--- config.mk ---
export PLATFORM = sky130hd
export DESIGN_NAME = imem_port_arbiter
export DESIGN_NICKNAME = d
export VERILOG_FILES = /design/src/rtl/imem_arbiter_pkg.sv /design/src/rtl/imem_arb_tagfifo.sv /design/src/rtl/imem_port_arbiter.sv
export SDC_FILE = /design/constraint.sdc
export NUM_CORES = 1
export LEC_CHECK = 0
export ABC_AREA = 1
export ABC_CLOCK_PERIOD_IN_PS = 1800
export BUFFER_PORTS_ARGS = -buffer_cell sky130_fd_sc_hd__buf_2
export CORE_AREA = 5 5 230 232
export CTS_CLUSTER_DIAMETER = 30
export DETAILED_ROUTE_END_ITERATION = 16
export DIE_AREA = 0 0 235 237
export PLACE_DENSITY = 0.32
export SLEW_MARGIN = 0
export SYNTH_ARGS = -nofsm -noshare
export SYNTH_HDL_FRONTEND = slang
export SYNTH_SLANG_ARGS = --single-unit
--- constraint.sdc ---
create_clock -name i_clk -period 1.8 [get_ports i_clk]
set_input_delay 0 -clock i_clk [delete_from_list [all_inputs] [get_ports i_clk]]
set_output_delay 0 -clock i_clk [all_outputs]
set_load 0.01 [all_outputs]
--- src/rtl/imem_arbiter_pkg.sv ---
`default_nettype none
// ============================================================================
//  Module      : imem_arbiter_pkg
//  Description : Shared types and constants for the instruction-memory port
//                arbiter: state encoding, FIFO tag layout, the arbiter's
//                register bundle with its reset value, and the grant helper.
//  Revision    : 1.0 - initial release
// ============================================================================
package imem_arbiter_pkg;

    // Arbiter state encoding
    typedef enum logic {
        IDLE        = 1'b0,
        REQ_PENDING = 1'b1
    } imem_arb_state_e;

    // Requester identifiers
    localparam logic c_ID_F = 1'b0;
    localparam logic c_ID_P = 1'b1;

    // One entry of the in-order ownership FIFO
    typedef struct packed {
        logic id;
        logic discard;
    } imem_arb_tag_t;

    // Control registers of the arbiter (address latch is kept separately
    // because its width is a module parameter)
    typedef struct packed {
        imem_arb_state_e state;
        logic            id;
        logic            pend_flush;
        logic            err_unexpected;
    } imem_arb_regs_t;

    localparam imem_arb_regs_t c_REGS_RESET = '{
        state:          IDLE,
        id:             c_ID_F,
        pend_flush:     1'b0,
        err_unexpected: 1'b0
    };

    // Returns the winning requester id. P wins when F is idle, or when both
    // request and the caller asks for P to be preferred.
    function automatic logic pick_winner(input logic f_valid,
                                         input logic p_valid,
                                         input logic prefer_p);
        return (~f_valid) | (p_valid & prefer_p);
    endfunction

endpackage : imem_arbiter_pkg
`default_nettype wire

--- src/rtl/imem_arb_tagfifo.sv ---
`default_nettype none
// ============================================================================
//  Module      : imem_arb_tagfifo
//  Description : In-order FIFO of request owner tags. A flush marks every
//                held entry (and one being written in the same cycle) as
//                discard. The head is presented combinationally so a pop in
//                the flush cycle still sees its pre-flush discard bit.
//  Revision    : 1.0 - initial release
// ============================================================================
module imem_arb_tagfifo
    import imem_arbiter_pkg::*;
#(
    parameter int LOG2_DEPTH = 2
) (
    input  logic          i_clk,
    input  logic          i_rst,
    input  logic          i_push,
    input  imem_arb_tag_t i_push_tag,
    input  logic          i_pop,
    input  logic          i_flush,
    output imem_arb_tag_t o_head,
    output logic          o_empty,
    output logic          o_full
);

    localparam int c_DEPTH = 1 << LOG2_DEPTH;

    logic [LOG2_DEPTH:0]   r_wr_ptr;
    logic [LOG2_DEPTH:0]   r_rd_ptr;
    logic [c_DEPTH-1:0]    r_id;
    logic [c_DEPTH-1:0]    r_discard;

    logic [LOG2_DEPTH-1:0] w_wr_idx;
    logic [LOG2_DEPTH-1:0] w_rd_idx;

    assign w_wr_idx = r_wr_ptr[LOG2_DEPTH-1:0];
    assign w_rd_idx = r_rd_ptr[LOG2_DEPTH-1:0];

    // Extra pointer MSB distinguishes full from empty when indices match
    assign o_empty = (r_wr_ptr == r_rd_ptr);
    assign o_full  = (r_wr_ptr[LOG2_DEPTH] != r_rd_ptr[LOG2_DEPTH]) &&
                     (w_wr_idx == w_rd_idx);

    assign o_head.id      = r_id[w_rd_idx];
    assign o_head.discard = r_discard[w_rd_idx];

    // Pointer advance and entry update; flush may mark stale slots too,
    // which is harmless because a push always rewrites the discard bit
    always_ff @(posedge i_clk) begin
        if (i_rst) begin
            r_wr_ptr  <= '0;
            r_rd_ptr  <= '0;
            r_id      <= '0;
            r_discard <= '0;
        end else begin
            if (i_push) begin
                r_wr_ptr <= r_wr_ptr + 1'b1;
            end
            if (i_pop) begin
                r_rd_ptr <= r_rd_ptr + 1'b1;
            end
            for (int i = 0; i < c_DEPTH; i++) begin
                if (i_push && (w_wr_idx == LOG2_DEPTH'(i))) begin
                    r_id[i]      <= i_push_tag.id;
                    r_discard[i] <= i_push_tag.discard | i_flush;
                end else if (i_flush) begin
                    r_discard[i] <= 1'b1;
                end
            end
        end
    end

endmodule : imem_arb_tagfifo
`default_nettype wire

--- src/rtl/imem_port_arbiter.sv ---
`default_nettype none
// ============================================================================
//  Module      : imem_port_arbiter
//  Description : Shares one instruction-memory request/response channel
//                between InstrFetch (port F) and the prefetcher (port P).
//                A granted request is held on the memory port until
//                accepted; response ownership is tracked in an in-order tag
//                FIFO and flushed responses are silently dropped.
//  Options     : IMEM_ARB_ROUND_ROBIN_EN - alternate grants under contention
//                (default: fixed priority, F over P)
//  Revision    : 1.0 - initial release
// ============================================================================
module imem_port_arbiter
    import imem_arbiter_pkg::*;
#(
    parameter int ABITS      = 64,
    parameter int LOG2_DEPTH = 2
) (
    input  logic             i_clk,
    input  logic             i_rst,
    input  logic             i_flush,
    // Port F
    input  logic             i_f_req_valid,
    output logic             o_f_req_ready,
    input  logic [ABITS-1:0] i_f_req_addr,
    output logic             o_f_resp_valid,
    input  logic             i_f_resp_ready,
    output logic [ABITS-1:0] o_f_resp_addr,
    output logic [63:0]      o_f_resp_data,
    output logic             o_f_resp_load_fault,
    output logic             o_f_resp_page_fault_x,
    // Port P
    input  logic             i_p_req_valid,
    output logic             o_p_req_ready,
    input  logic [ABITS-1:0] i_p_req_addr,
    output logic             o_p_resp_valid,
    input  logic             i_p_resp_ready,
    output logic [ABITS-1:0] o_p_resp_addr,
    output logic [63:0]      o_p_resp_data,
    output logic             o_p_resp_load_fault,
    output logic             o_p_resp_page_fault_x,
    // Memory side
    output logic             o_mem_req_valid,
    input  logic             i_mem_req_ready,
    output logic [ABITS-1:0] o_mem_req_addr,
    input  logic             i_mem_resp_valid,
    output logic             o_mem_resp_ready,
    input  logic [ABITS-1:0] i_mem_resp_addr,
    input  logic [63:0]      i_mem_resp_data,
    input  logic             i_mem_resp_load_fault,
    input  logic             i_mem_resp_page_fault_x,
    output logic             o_err_unexpected
);

    imem_arb_regs_t   r_regs;
    logic [ABITS-1:0] r_addr;

    imem_arb_tag_t    w_head;
    imem_arb_tag_t    w_push_tag;
    logic             w_empty;
    logic             w_full;
    logic             w_grant;
    logic             w_winner;
    logic             w_accept;
    logic             w_pop;
    logic             w_prefer_p;

`ifdef IMEM_ARB_ROUND_ROBIN_EN
    logic             r_last_p;

    // Under contention, favour whichever port did not win last time
    assign w_prefer_p = ~r_last_p;

    // Remember the most recent winner; starts as P so F gets the first tie
    always_ff @(posedge i_clk) begin
        if (i_rst) begin
            r_last_p <= 1'b1;
        end else if (w_grant) begin
            r_last_p <= w_winner;
        end
    end
`else
    assign w_prefer_p = 1'b0;
`endif

    assign w_grant  = (r_regs.state == IDLE) && !w_full &&
                      (i_f_req_valid || i_p_req_valid);
    assign w_winner = pick_winner(i_f_req_valid, i_p_req_valid, w_prefer_p);
    assign w_accept = (r_regs.state == REQ_PENDING) && i_mem_req_ready;

    // A flush seen while waiting for acceptance still discards that response
    assign w_push_tag.id      = r_regs.id;
    assign w_push_tag.discard = r_regs.pend_flush;

    // Grant / hold-until-accepted state machine plus sticky error flag
    always_ff @(posedge i_clk) begin
        if (i_rst) begin
            r_regs <= c_REGS_RESET;
            r_addr <= '1;
        end else begin
            case (r_regs.state)
                IDLE: begin
                    if (w_grant) begin
                        r_regs.state      <= REQ_PENDING;
                        r_regs.id         <= w_winner;
                        r_regs.pend_flush <= 1'b0;
                        r_addr            <= w_winner ? i_p_req_addr : i_f_req_addr;
                    end
                end
                REQ_PENDING: begin
                    if (w_accept) begin
                        r_regs.state <= IDLE;
                    end else if (i_flush) begin
                        r_regs.pend_flush <= 1'b1;
                    end
                end
                default: begin
                    r_regs.state <= IDLE;
                end
            endcase
            if (i_mem_resp_valid && w_empty) begin
                r_regs.err_unexpected <= 1'b1;
            end
        end
    end

    assign o_mem_req_valid  = (r_regs.state == REQ_PENDING);
    assign o_mem_req_addr   = r_addr;
    assign o_f_req_ready    = w_accept && (r_regs.id == c_ID_F);
    assign o_p_req_ready    = w_accept && (r_regs.id == c_ID_P);
    assign o_err_unexpected = r_regs.err_unexpected;

    // Payload fields go to both ports; only the owner's valid qualifies them
    assign o_f_resp_addr         = i_mem_resp_addr;
    assign o_f_resp_data         = i_mem_resp_data;
    assign o_f_resp_load_fault   = i_mem_resp_load_fault;
    assign o_f_resp_page_fault_x = i_mem_resp_page_fault_x;
    assign o_p_resp_addr         = i_mem_resp_addr;
    assign o_p_resp_data         = i_mem_resp_data;
    assign o_p_resp_load_fault   = i_mem_resp_load_fault;
    assign o_p_resp_page_fault_x = i_mem_resp_page_fault_x;

    // Route the response by the FIFO head; unowned or flushed ones are sunk
    always_comb begin
        o_f_resp_valid   = 1'b0;
        o_p_resp_valid   = 1'b0;
        o_mem_resp_ready = 1'b0;
        if (w_empty) begin
            o_mem_resp_ready = i_mem_resp_valid;
        end else if (w_head.discard) begin
            o_mem_resp_ready = 1'b1;
        end else if (w_head.id == c_ID_P) begin
            o_p_resp_valid   = i_mem_resp_valid;
            o_mem_resp_ready = i_p_resp_ready;
        end else begin
            o_f_resp_valid   = i_mem_resp_valid;
            o_mem_resp_ready = i_f_resp_ready;
        end
    end

    assign w_pop = i_mem_resp_valid && o_mem_resp_ready && !w_empty;

    imem_arb_tagfifo #(
        .LOG2_DEPTH (LOG2_DEPTH)
    ) u_tagfifo (
        .i_clk      (i_clk),
        .i_rst      (i_rst),
        .i_push     (w_accept),
        .i_push_tag (w_push_tag),
        .i_pop      (w_pop),
        .i_flush    (i_flush),
        .o_head     (w_head),
        .o_empty    (w_empty),
        .o_full     (w_full)
    );

endmodule : imem_port_arbiter
`default_nettype wire

==> results of run 1 <==
==> critical path: cells and delay by family <==
kind | cells | cell delay, ns
AND/OR/NAND/NOR | 3 | 0.67
buffers and inverters | 3 | 1.24
==> cell families (layout without fill, tap and decap cells) <==
logic type,after synthesis,in the layout,share of synthesized area [%]
flops,82,82,27.31
fa+ha+maj,5,5,1.041
compound gates,24,24,2.061
mux,64,64,11.99
xor+xnor,4,4,0.7079
buf+inv,313,371,37.47
simple gates,257,257,19.42
==> routing by layer <==
layer | GRT usage (%) | vias to the layer above
met5 | 0.7792 | -
met4 | 3.999 | 2
met3 | 4.740 | 84
met2 | 11.02 | 307
met1 | 7.000 | 2121
li1 | - | 2295
==> worst max path at each step <==
stage	end	cells past startpoint	start	slack [ns]
2_1_floorplan	o_mem_req_addr[21]$_SDFFE_PP1P_	9	u_tagfifo.r_rd_ptr[0]$_SDFFE_PP0P_	0.42
3_3_place_gp	o_mem_req_addr[6]$_SDFFE_PP1P_	8	u_tagfifo.r_wr_ptr[0]$_SDFFE_PP0P_	0.21
3_5_place_dp	o_mem_req_addr[50]$_SDFFE_PP1P_	8	u_tagfifo.r_rd_ptr[0]$_SDFFE_PP0P_	0.19
4_1_cts	o_mem_resp_ready	9	u_tagfifo.r_rd_ptr[0]$_SDFFE_PP0P_	0.01
5_1_grt	o_mem_resp_ready	9	u_tagfifo.r_rd_ptr[1]$_SDFFE_PP0P_	0.01
6_report	o_mem_req_addr[59]$_SDFFE_PP1P_	6	i_p_req_valid	0.18
==> state kept, by name, indices dropped and copies added (netlist names) <==
register             flops
o_err_unexpected         1
o_mem_req_addr          64
o_mem_req_valid          1
r_regs                   2
u_tagfifo.r_discard      4
u_tagfifo.r_id           4
u_tagfifo.r_rd_ptr       3
u_tagfifo.r_wr_ptr       3
==> layout by cell type (no fill, tap or decap), drive strengths merged, types with 8 or more instances in the layout <==
cell	synthesis	final
a21oi	16	16
clkbuf	10	10
nor2	8	8
dfxtp	82	82
nand3	141	141
o21ai	8	8
dlygate4sd3	0	121
buf	288	219
inv	15	19
nand2	101	101
mux2	64	64
==> stage by stage <==
step	worst slack (ns)	instance area [um2]	util, %	total power, W	hold slack (ns)
after floorplan	0.4229	6011	-	0.003522	0.09177
after global placement	0.2078	5859	11.54	0.003494	0.0001003
after detailed placement	0.1864	5859	11.54	0.003487	0.0001003
after CTS	0.01160	7365	14.50	0.005800	0.0001003
after global routing	0.01464	7387	14.55	0.006053	0.00002060
final	0.1833	7387	14.55	0.005620	0.000004078
==> where the power goes <==
group / total, W / switching (W) / internal [W]
clock: 0.00194 / 0.000940 / 0.00100
sequential: 0.00211 / 0.000108 / 0.00200
combinational: 0.00156 / 0.000771 / 0.000793
total: 0.00562 / 0.00182 / 0.00380
==> area by class of cell <==
| type | count | share of cell area, % |
|---|---|---|
| Inverter | 15 | 0.7622 |
| Timing Repair Buffer | 340 | 32.52 |
| Clock inverter | 6 | 0.7453 |
| Clock buffer | 10 | 3.235 |
| Sequential cell | 82 | 22.26 |
| Tap cell | 680 | 11.52 |
| Multi-Input combinational cell | 354 | 28.96 |
==> what timing repair did <==
action / 4_1_cts / 5_1_grt
hold endpoints to repair: 76 / 0
gates resized for setup: 0 / 6
setup endpoints to repair: 0 / 5
hold buffers: 121 / 0
==> impl_summary.txt, run 1 <==
----------------------------------------------------
[Routing]
  DRC violation count after routing ... 0
  Avg WL per Cell ... 13.43 um
  Detailed-routed wire length on met3 ... 2.538 mm
  Antenna violation net count after detailed routing ... 0
  DRT met1 WL ... 7.330 mm
  Uppermost metal layer occupied by signal nets ... met5
  Final wirelength ... 19.97 mm
  Routed wl met2 ... 9.061 mm
  Total number of vias ... 4809
  Vias per cell ... 3.234
  Detailed-router iteration count before antenna repair ... 4
  DRC violation total after the first TritonRoute iteration ... 187

[Cells and area]
  Share of post-route cells with drive strength above 1 ... 38.79%
  Post-Layout Cell Count ... 1487
  Number of nets in the final layout ... 1074
  Number of filler cells placed in the layout ... 5781
  Area occupied by multi-input gates ... 0.002140 mm2
  Antenna Diode Count ... 0
  Syn-to-layout area delta ... 22.90%
  Register area ... 0.001644 mm2

[Timing]
  Final hold violation count ... 0
  RSZ-0062 raised after global routing ... no
  Final setup skew ... 0.01716 ns
  Relative slew slack ... 64.32%
  Count of pins over their slew limit ... 0
  Number of endpoints failing setup at the final stage ... 0
  Final period util ... 89.82%
  Achievable Freq ... 618.5 MHz
  Slew @ Worst Pin ... 0.5353 ns
  Post-Route Setup TNS ... 0 ns
  Period minus WS final ... 1.617 ns

[Place]
  Sum of net half-perimeters after detailed placement ... 14.32 mm
  Number of cells after detailed placement ... 1350
  Final weighted congestion of routability-driven global placement ... 0.7277
  Buffers on Ports ... 207

[CTS]
  Clock-pin slew on the worst setup and hold paths ... 0.07 ns
  Cts bufs inserted ... 9
  Maximum number of buffers from clock root to sink ... 2
  Number of H-tree levels ... 3
  Post-CTS repair timing setup buffer count ... 0
  Sink count of the clock tree ... 82
  Root Buffer ... sky130_fd_sc_hd__clkbuf_16
  CTS tree ... done
  Clk_lat worst skew ... 0.38 ns

[Setup path]
  Critical Path Start Type ... input port
  R2r endpoint ... o_mem_req_addr[57]$_SDFFE_PP1P_
  Critical Path RT ... 2.11 ns
  Most Frequent Cell on Critical Path ... sky130_fd_sc_hd__nand3_1
  Critical path, cell by cell ... dlygate4sd3_1 > buf_2 > or2_4 > buf_4 > nand3_1 > nand3_1
  Critical register-to-register path startpoint ... u_tagfifo.r_wr_ptr[0]$_SDFFE_PP0P_
  Crit Path Category ... in2reg
  Register-to-Register Setup Slack ... 0.19 ns
  Crit Path Max Fanout ... 38
  Sort of element at the end of the critical path ... flop
  Arrival time at the worst endpoint ... 1.93 ns
  FF-to-FF path depth ... 8
  Largest stage delay on the critical path ... 0.55 ns
  Highest-delay cell along the critical path ... sky130_fd_sc_hd__buf_4

[Power and ir drop]
  Power per cell area ... 760.8 mW/mm2
  Leakage component of the power ... 3.153 nW
  Peak supply drop ... 0.3756 mV

[Yosys]
  Dominant cell by count in the synthesized netlist ... sky130_fd_sc_hd__buf_4
  Synth top area cells ... sky130_fd_sc_hd__buf_4 (33%), sky130_fd_sc_hd__dfxtp_1 (27%), sky130_fd_sc_hd__mux2_2 (12%)
  Async S/R FF share, synth ... 0%
  Dominant register cell in the synthesized netlist ... sky130_fd_sc_hd__dfxtp_1
  Count of flip-flops with a built-in enable after synthesis ... 0
  Number of storage elements in the synthesis netlist ... 82
  Synth Net Count ... 1021
  List of most frequent post-synthesis cells ... sky130_fd_sc_hd__buf_4 (261), sky130_fd_sc_hd__nand3_1 (141), sky130_fd_sc_hd__nand2_1 (100)
  Post-synth cell types ... 24
  Synthesized area ... 0.006011 mm2
  Number of instances in the synthesized netlist ... 749
  Synthesized area per cell ... 8.025 um2
  Synthesis warning total ... 0
  Area share of the largest cell type after synthesis ... 32.60%
  Post-synth top area cell ... sky130_fd_sc_hd__buf_4
  Share of synthesized area occupied by flip-flops and latches ... 27.31%

[Floorplanning]
  Effective utilization at floorplan ... 11.84%
  Die width ... 235 um
  Number of placement rows ... 83
  Core ar. ... 0.05078 mm2
  Die height ... 237 um
  Die outline area ... 0.05570 mm2
  Count of pins on the block boundary ... 598

[Global routing]
  Global-route wire length before repair ... 29.77 mm
  Via count of the first global-routing pass ... 5063
  GRT overflow ... 0
  Maximum number of pins on one net before global-route repair ... 66
  Number of antenna violations at the first check in global routing ... 0
  Total global-route track usage ... 7.056%

[Status]
  Status ... complete, no violations

[Worst hold path]
  Endpoint, Worst Hold ... o_p_resp_addr[4]
  Cell count of the worst hold path ... 0
  Tightest Hold Check Type ... in2out
  Source of the worst hold timing path ... i_mem_resp_addr[4]

[Flow run]
  Max Cap Viol ... 0

----------------------------------------------------
Power figures use the tool's default switching activity.
==> inputs of run 2 (changes only) <==
--- a/config.mk
+++ b/config.mk
@@ -8,11 +8,13 @@
 export ABC_AREA = 1
 export ABC_CLOCK_PERIOD_IN_PS = 1800
 export BUFFER_PORTS_ARGS = -buffer_cell sky130_fd_sc_hd__buf_2
+export CELL_PAD_IN_SITES_DETAIL_PLACEMENT = 0
+export CELL_PAD_IN_SITES_GLOBAL_PLACEMENT = 1
 export CORE_AREA = 5 5 230 232
-export CTS_CLUSTER_DIAMETER = 30
+export CTS_CLUSTER_DIAMETER = 80
 export DETAILED_ROUTE_END_ITERATION = 16
 export DIE_AREA = 0 0 235 237
-export PLACE_DENSITY = 0.32
+export PLACE_DENSITY = 0.45
 export SLEW_MARGIN = 0
 export SYNTH_ARGS = -nofsm -noshare
 export SYNTH_HDL_FRONTEND = slang
==> constraint.sdc (replaced) <==
create_clock -name i_clk -period 1.8 [get_ports i_clk]
set_input_delay 0.27 -clock i_clk [delete_from_list [all_inputs] [get_ports i_clk]]
set_output_delay 0.27 -clock i_clk [all_outputs]
set_load 0.01 [all_outputs]
==> run 2 against run 1 <==
Clock power hardly changed; highest routed layer unchanged; worst hold slack better by 0.22 ns; critical path depth is 3 higher; fmax is 7.5% lower.
==> impl_summary.txt, run 2 (synthesis results as in run 1) <==
----------------------------------------------------
[Timing]
  Post-route worst setup slack ... 0.05161 ns (-0.1317 ns)
  Period minus WS final ... 1.748 ns (+0.1317 ns)
  Slew @ Worst Pin ... 0.3685 ns (-0.1667 ns)
  Achievable Freq ... 572.0 MHz (-7.5%)
  Final setup skew ... 0.007366 ns (-0.009792 ns)
  Final period util ... 97.13% (+7.3 points)
  Relative slew slack ... 75.43% (+11 points)
  Number of endpoints failing setup at the final stage ... 0 (unchanged)
  RSZ-0062 raised after global routing ... yes
  Count of pins over their slew limit ... 0 (unchanged)
  Final hold violation count ... 0 (unchanged)

[Power and ir drop]
  Switching power total ... 0.001744 W (-4.1%)
  Net switching fraction of the power ... 32.12% (-0.24 points)
  Pwr Total ... 0.005430 W (-3.4%)
  Leakage component of the power ... 2.690 nW (-15%)
  Power share of the combinational group ... 25.5% (-2.3 points)
  Design internal power ... 0.003686 W (-3.0%)
  Peak supply drop ... 0.3529 mV (-6.0%)
  Portion of total power attributed to the clock network ... 35.4% (+0.8 points)
  Sequential power share ... 39.1% (+1.5 points)
  Power per cell area ... 862.1 mW/mm2 (+13%)

[Cells and area]
  Syn-to-layout area delta ... 4.788%
  Number of filler cells placed in the layout ... 5869 (+1.5%)
  Share of post-route cells with drive strength above 1 ... 48.12% (+9.3 points)
  Antenna Diode Count ... 0 (unchanged)
  Highest-count cells in the layout ignoring fill and taps ... sky130_fd_sc_hd__buf_2 (206), sky130_fd_sc_hd__nand3_1 (136), sky130_fd_sc_hd__nand2_1 (94)
  Most common cell after layout, fill and taps aside ... sky130_fd_sc_hd__buf_2
  Number of nets in the final layout ... 959 (-11%)
  Flip-flop count of the largest register after layout ... 64 (unchanged)

[Global routing]
  GRT overflow ... 0 (unchanged)
  Maximum number of pins on one net before global-route repair ... 43 (-35%)
  Number of antenna violations at the first check in global routing ... 1 (+1)
  Global-route wire length before repair ... 28.64 mm (-3.8%)
  Total global-route track usage ... 6.801% (-0.25 points)
  Via count of the first global-routing pass ... 4529 (-11%)

[Place]
  Buffers on Ports ... 207 (unchanged)
  Final weighted congestion of routability-driven global placement ... 0.6887 (-5.4%)
  Minimum setup slack after placement ... 0.2165 ns (+0.03008 ns)
  Sum of net half-perimeters after detailed placement ... 15.11 mm (+5.5%)

[Floorplanning]
  Count of pins on the block boundary ... 598 (unchanged)
  Die outline area ... 0.05570 mm2 (unchanged)
  Core ar. ... 0.05078 mm2 (unchanged)
  Effective utilization at floorplan ... 11.84% (unchanged)
  Number of placement rows ... 83 (unchanged)
  Die width ... 235 um (unchanged)
  Die height ... 237 um (unchanged)

[Status]
  Status ... complete, no violations

[CTS]
  Number of H-tree levels ... 3 (unchanged)
  CTS tree ... done
  Maximum number of buffers from clock root to sink ... 2 (unchanged)
  Clock-pin slew on the worst setup and hold paths ... 0.06 ns (about the same)
  Clk_lat worst skew ... 0.37 ns (about the same)
  Root Buffer ... sky130_fd_sc_hd__clkbuf_16
  Cts bufs inserted ... 9 (unchanged)
  Hold buffers post-CTS ... 0 (-100%)
  Sink count of the clock tree ... 82 (unchanged)

[Setup path]
  Register-to-Register Setup Slack ... 0.29 ns (+0.10 ns)
  Crit Path Max Fanout ... 5 (-87%)
  Critical Path Start Type ... flop
  Critical register-to-register path startpoint ... u_tagfifo.r_wr_ptr[1]$_SDFFE_PP0P_
  Sort of element at the end of the critical path ... primary output
  Arrival time at the worst endpoint ... 1.48 ns (-0.45 ns)
  Critical Path RT ... 1.53 ns (-0.58 ns)
  Crit Path Category ... reg2out
  FF-to-FF path depth ... 7 (-1)
  R2r endpoint ... o_mem_req_addr[13]$_SDFFE_PP1P_

[Routing]
  Antenna violation net count after detailed routing ... 0 (unchanged)
  Vias per cell ... 3.184 (-1.6%)
  Total number of vias ... 4368 (-9.2%)
  Final wirelength ... 19.29 mm (-3.4%)
  DRC violation count after routing ... 0 (unchanged)
  Avg WL per Cell ... 14.06 um (+4.7%)
  DRC violation total after the first TritonRoute iteration ... 142 (-24%)
  Detailed-router iteration count before antenna repair ... 4 (unchanged)

[Worst hold path]
  Cell count of the worst hold path ... 3 (+3)
  Tightest Hold Check Type ... in2reg
  Source of the worst hold timing path ... i_mem_req_ready
  Endpoint, Worst Hold ... o_mem_req_valid$_SDFF_PP0_

[Flow run]
  Max Cap Viol ... 0 (unchanged)

----------------------------------------------------
==> run 2: changes by cell type in the layout (fill, tap and decap cells not counted), sizes merged <==
cell / delta
inv: -4
buf: +6
clkbuf: +2
dlygate4sd3: -121
clkinvlp: +2
==> run 2: worst max-delay path, stage by stage, from the launching register on <==
cell                      delay, ns
sky130_fd_sc_hd__dfxtp_4       0.39
sky130_fd_sc_hd__buf_6         0.12
sky130_fd_sc_hd__nand2_2       0.06
sky130_fd_sc_hd__nand3_4       0.07
sky130_fd_sc_hd__nand2_2       0.07
sky130_fd_sc_hd__nand2_2       0.08
sky130_fd_sc_hd__nand3_4       0.08
sky130_fd_sc_hd__nand2_2       0.06
sky130_fd_sc_hd__nand2_1       0.04
sky130_fd_sc_hd__buf_2         0.13
==> run 2: metal layers <==
metal	track usage (%)	part of all wire [%]	vias up
met2	10.09	44	281
met5	0	0.036	-
met1	7.491	40	1945
met3	4.531	12	77
met4	3.274	3.8	2
li1	-	-	2063
==> run 2: layout make-up <==
class / instances / area, um2 / area share (%)
tap: 680 / 850.8 / 13.51
timing repair buffer: 225 / 1252 / 19.88
sequential: 82 / 1650 / 26.20
multi-input combinational: 354 / 2195 / 34.84
clock inverter: 4 / 25.02 / 0.3973
inverter: 15 / 58.81 / 0.9337
clock buffer: 12 / 266.5 / 4.231
==> run 2: worst max-delay path by stage <==
stage	start	to	slack, ns
2_1_floorplan	u_tagfifo.r_rd_ptr[0]$_SDFFE_PP0P_	o_p_resp_valid	0.40
3_3_place_gp	u_tagfifo.r_wr_ptr[1]$_SDFFE_PP0P_	o_mem_req_addr[6]$_SDFFE_PP1P_	0.23
5_1_grt	u_tagfifo.r_rd_ptr[0]$_SDFFE_PP0P_	o_mem_resp_ready	-0.05
4_1_cts	u_tagfifo.r_rd_ptr[0]$_SDFFE_PP0P_	o_mem_resp_ready	-0.02
6_report	u_tagfifo.r_rd_ptr[0]$_SDFFE_PP0P_	o_mem_resp_ready	0.05
3_5_place_dp	u_tagfifo.r_rd_ptr[0]$_SDFFE_PP0P_	o_mem_resp_ready	0.22
==> run 2: what timing repair did <==
item	4_1_cts	5_1_grt
pin swaps	5	3
setup buffers	0	2
setup endpoints to repair	3	3
gates resized for setup	19	6
==> run 2: stage by stage <==
step | hold slack, ns | TNS, ns | util [%] | cell area (um2) | instances
2_1_floorplan | 0.4125 | 0 | - | 6011 | 749
3_3_place_gp | 0.4341 | 0 | 11.62 | 5902 | 1354
3_5_place_dp | 0.4371 | 0 | 11.62 | 5902 | 1354
4_1_cts | 0.1742 | -0.02036 | 12.32 | 6255 | 1370
5_1_grt | 0.2033 | -0.1109 | 12.40 | 6299 | 1372
6_report | 0.2157 | 0 | 12.40 | 6299 | 1372
==> run 2: power by group through the flow <==
stage	clock network [W]	registers [W]	logic, W
after detailed placement	0	0.00216	0.00136
after CTS	0.00207	0.00213	0.00139
final	0.00192	0.00212	0.00138
after global placement	0	0.00216	0.00136
after global routing	0.00211	0.00215	0.00156
after floorplan	0	0.00221	0.00131
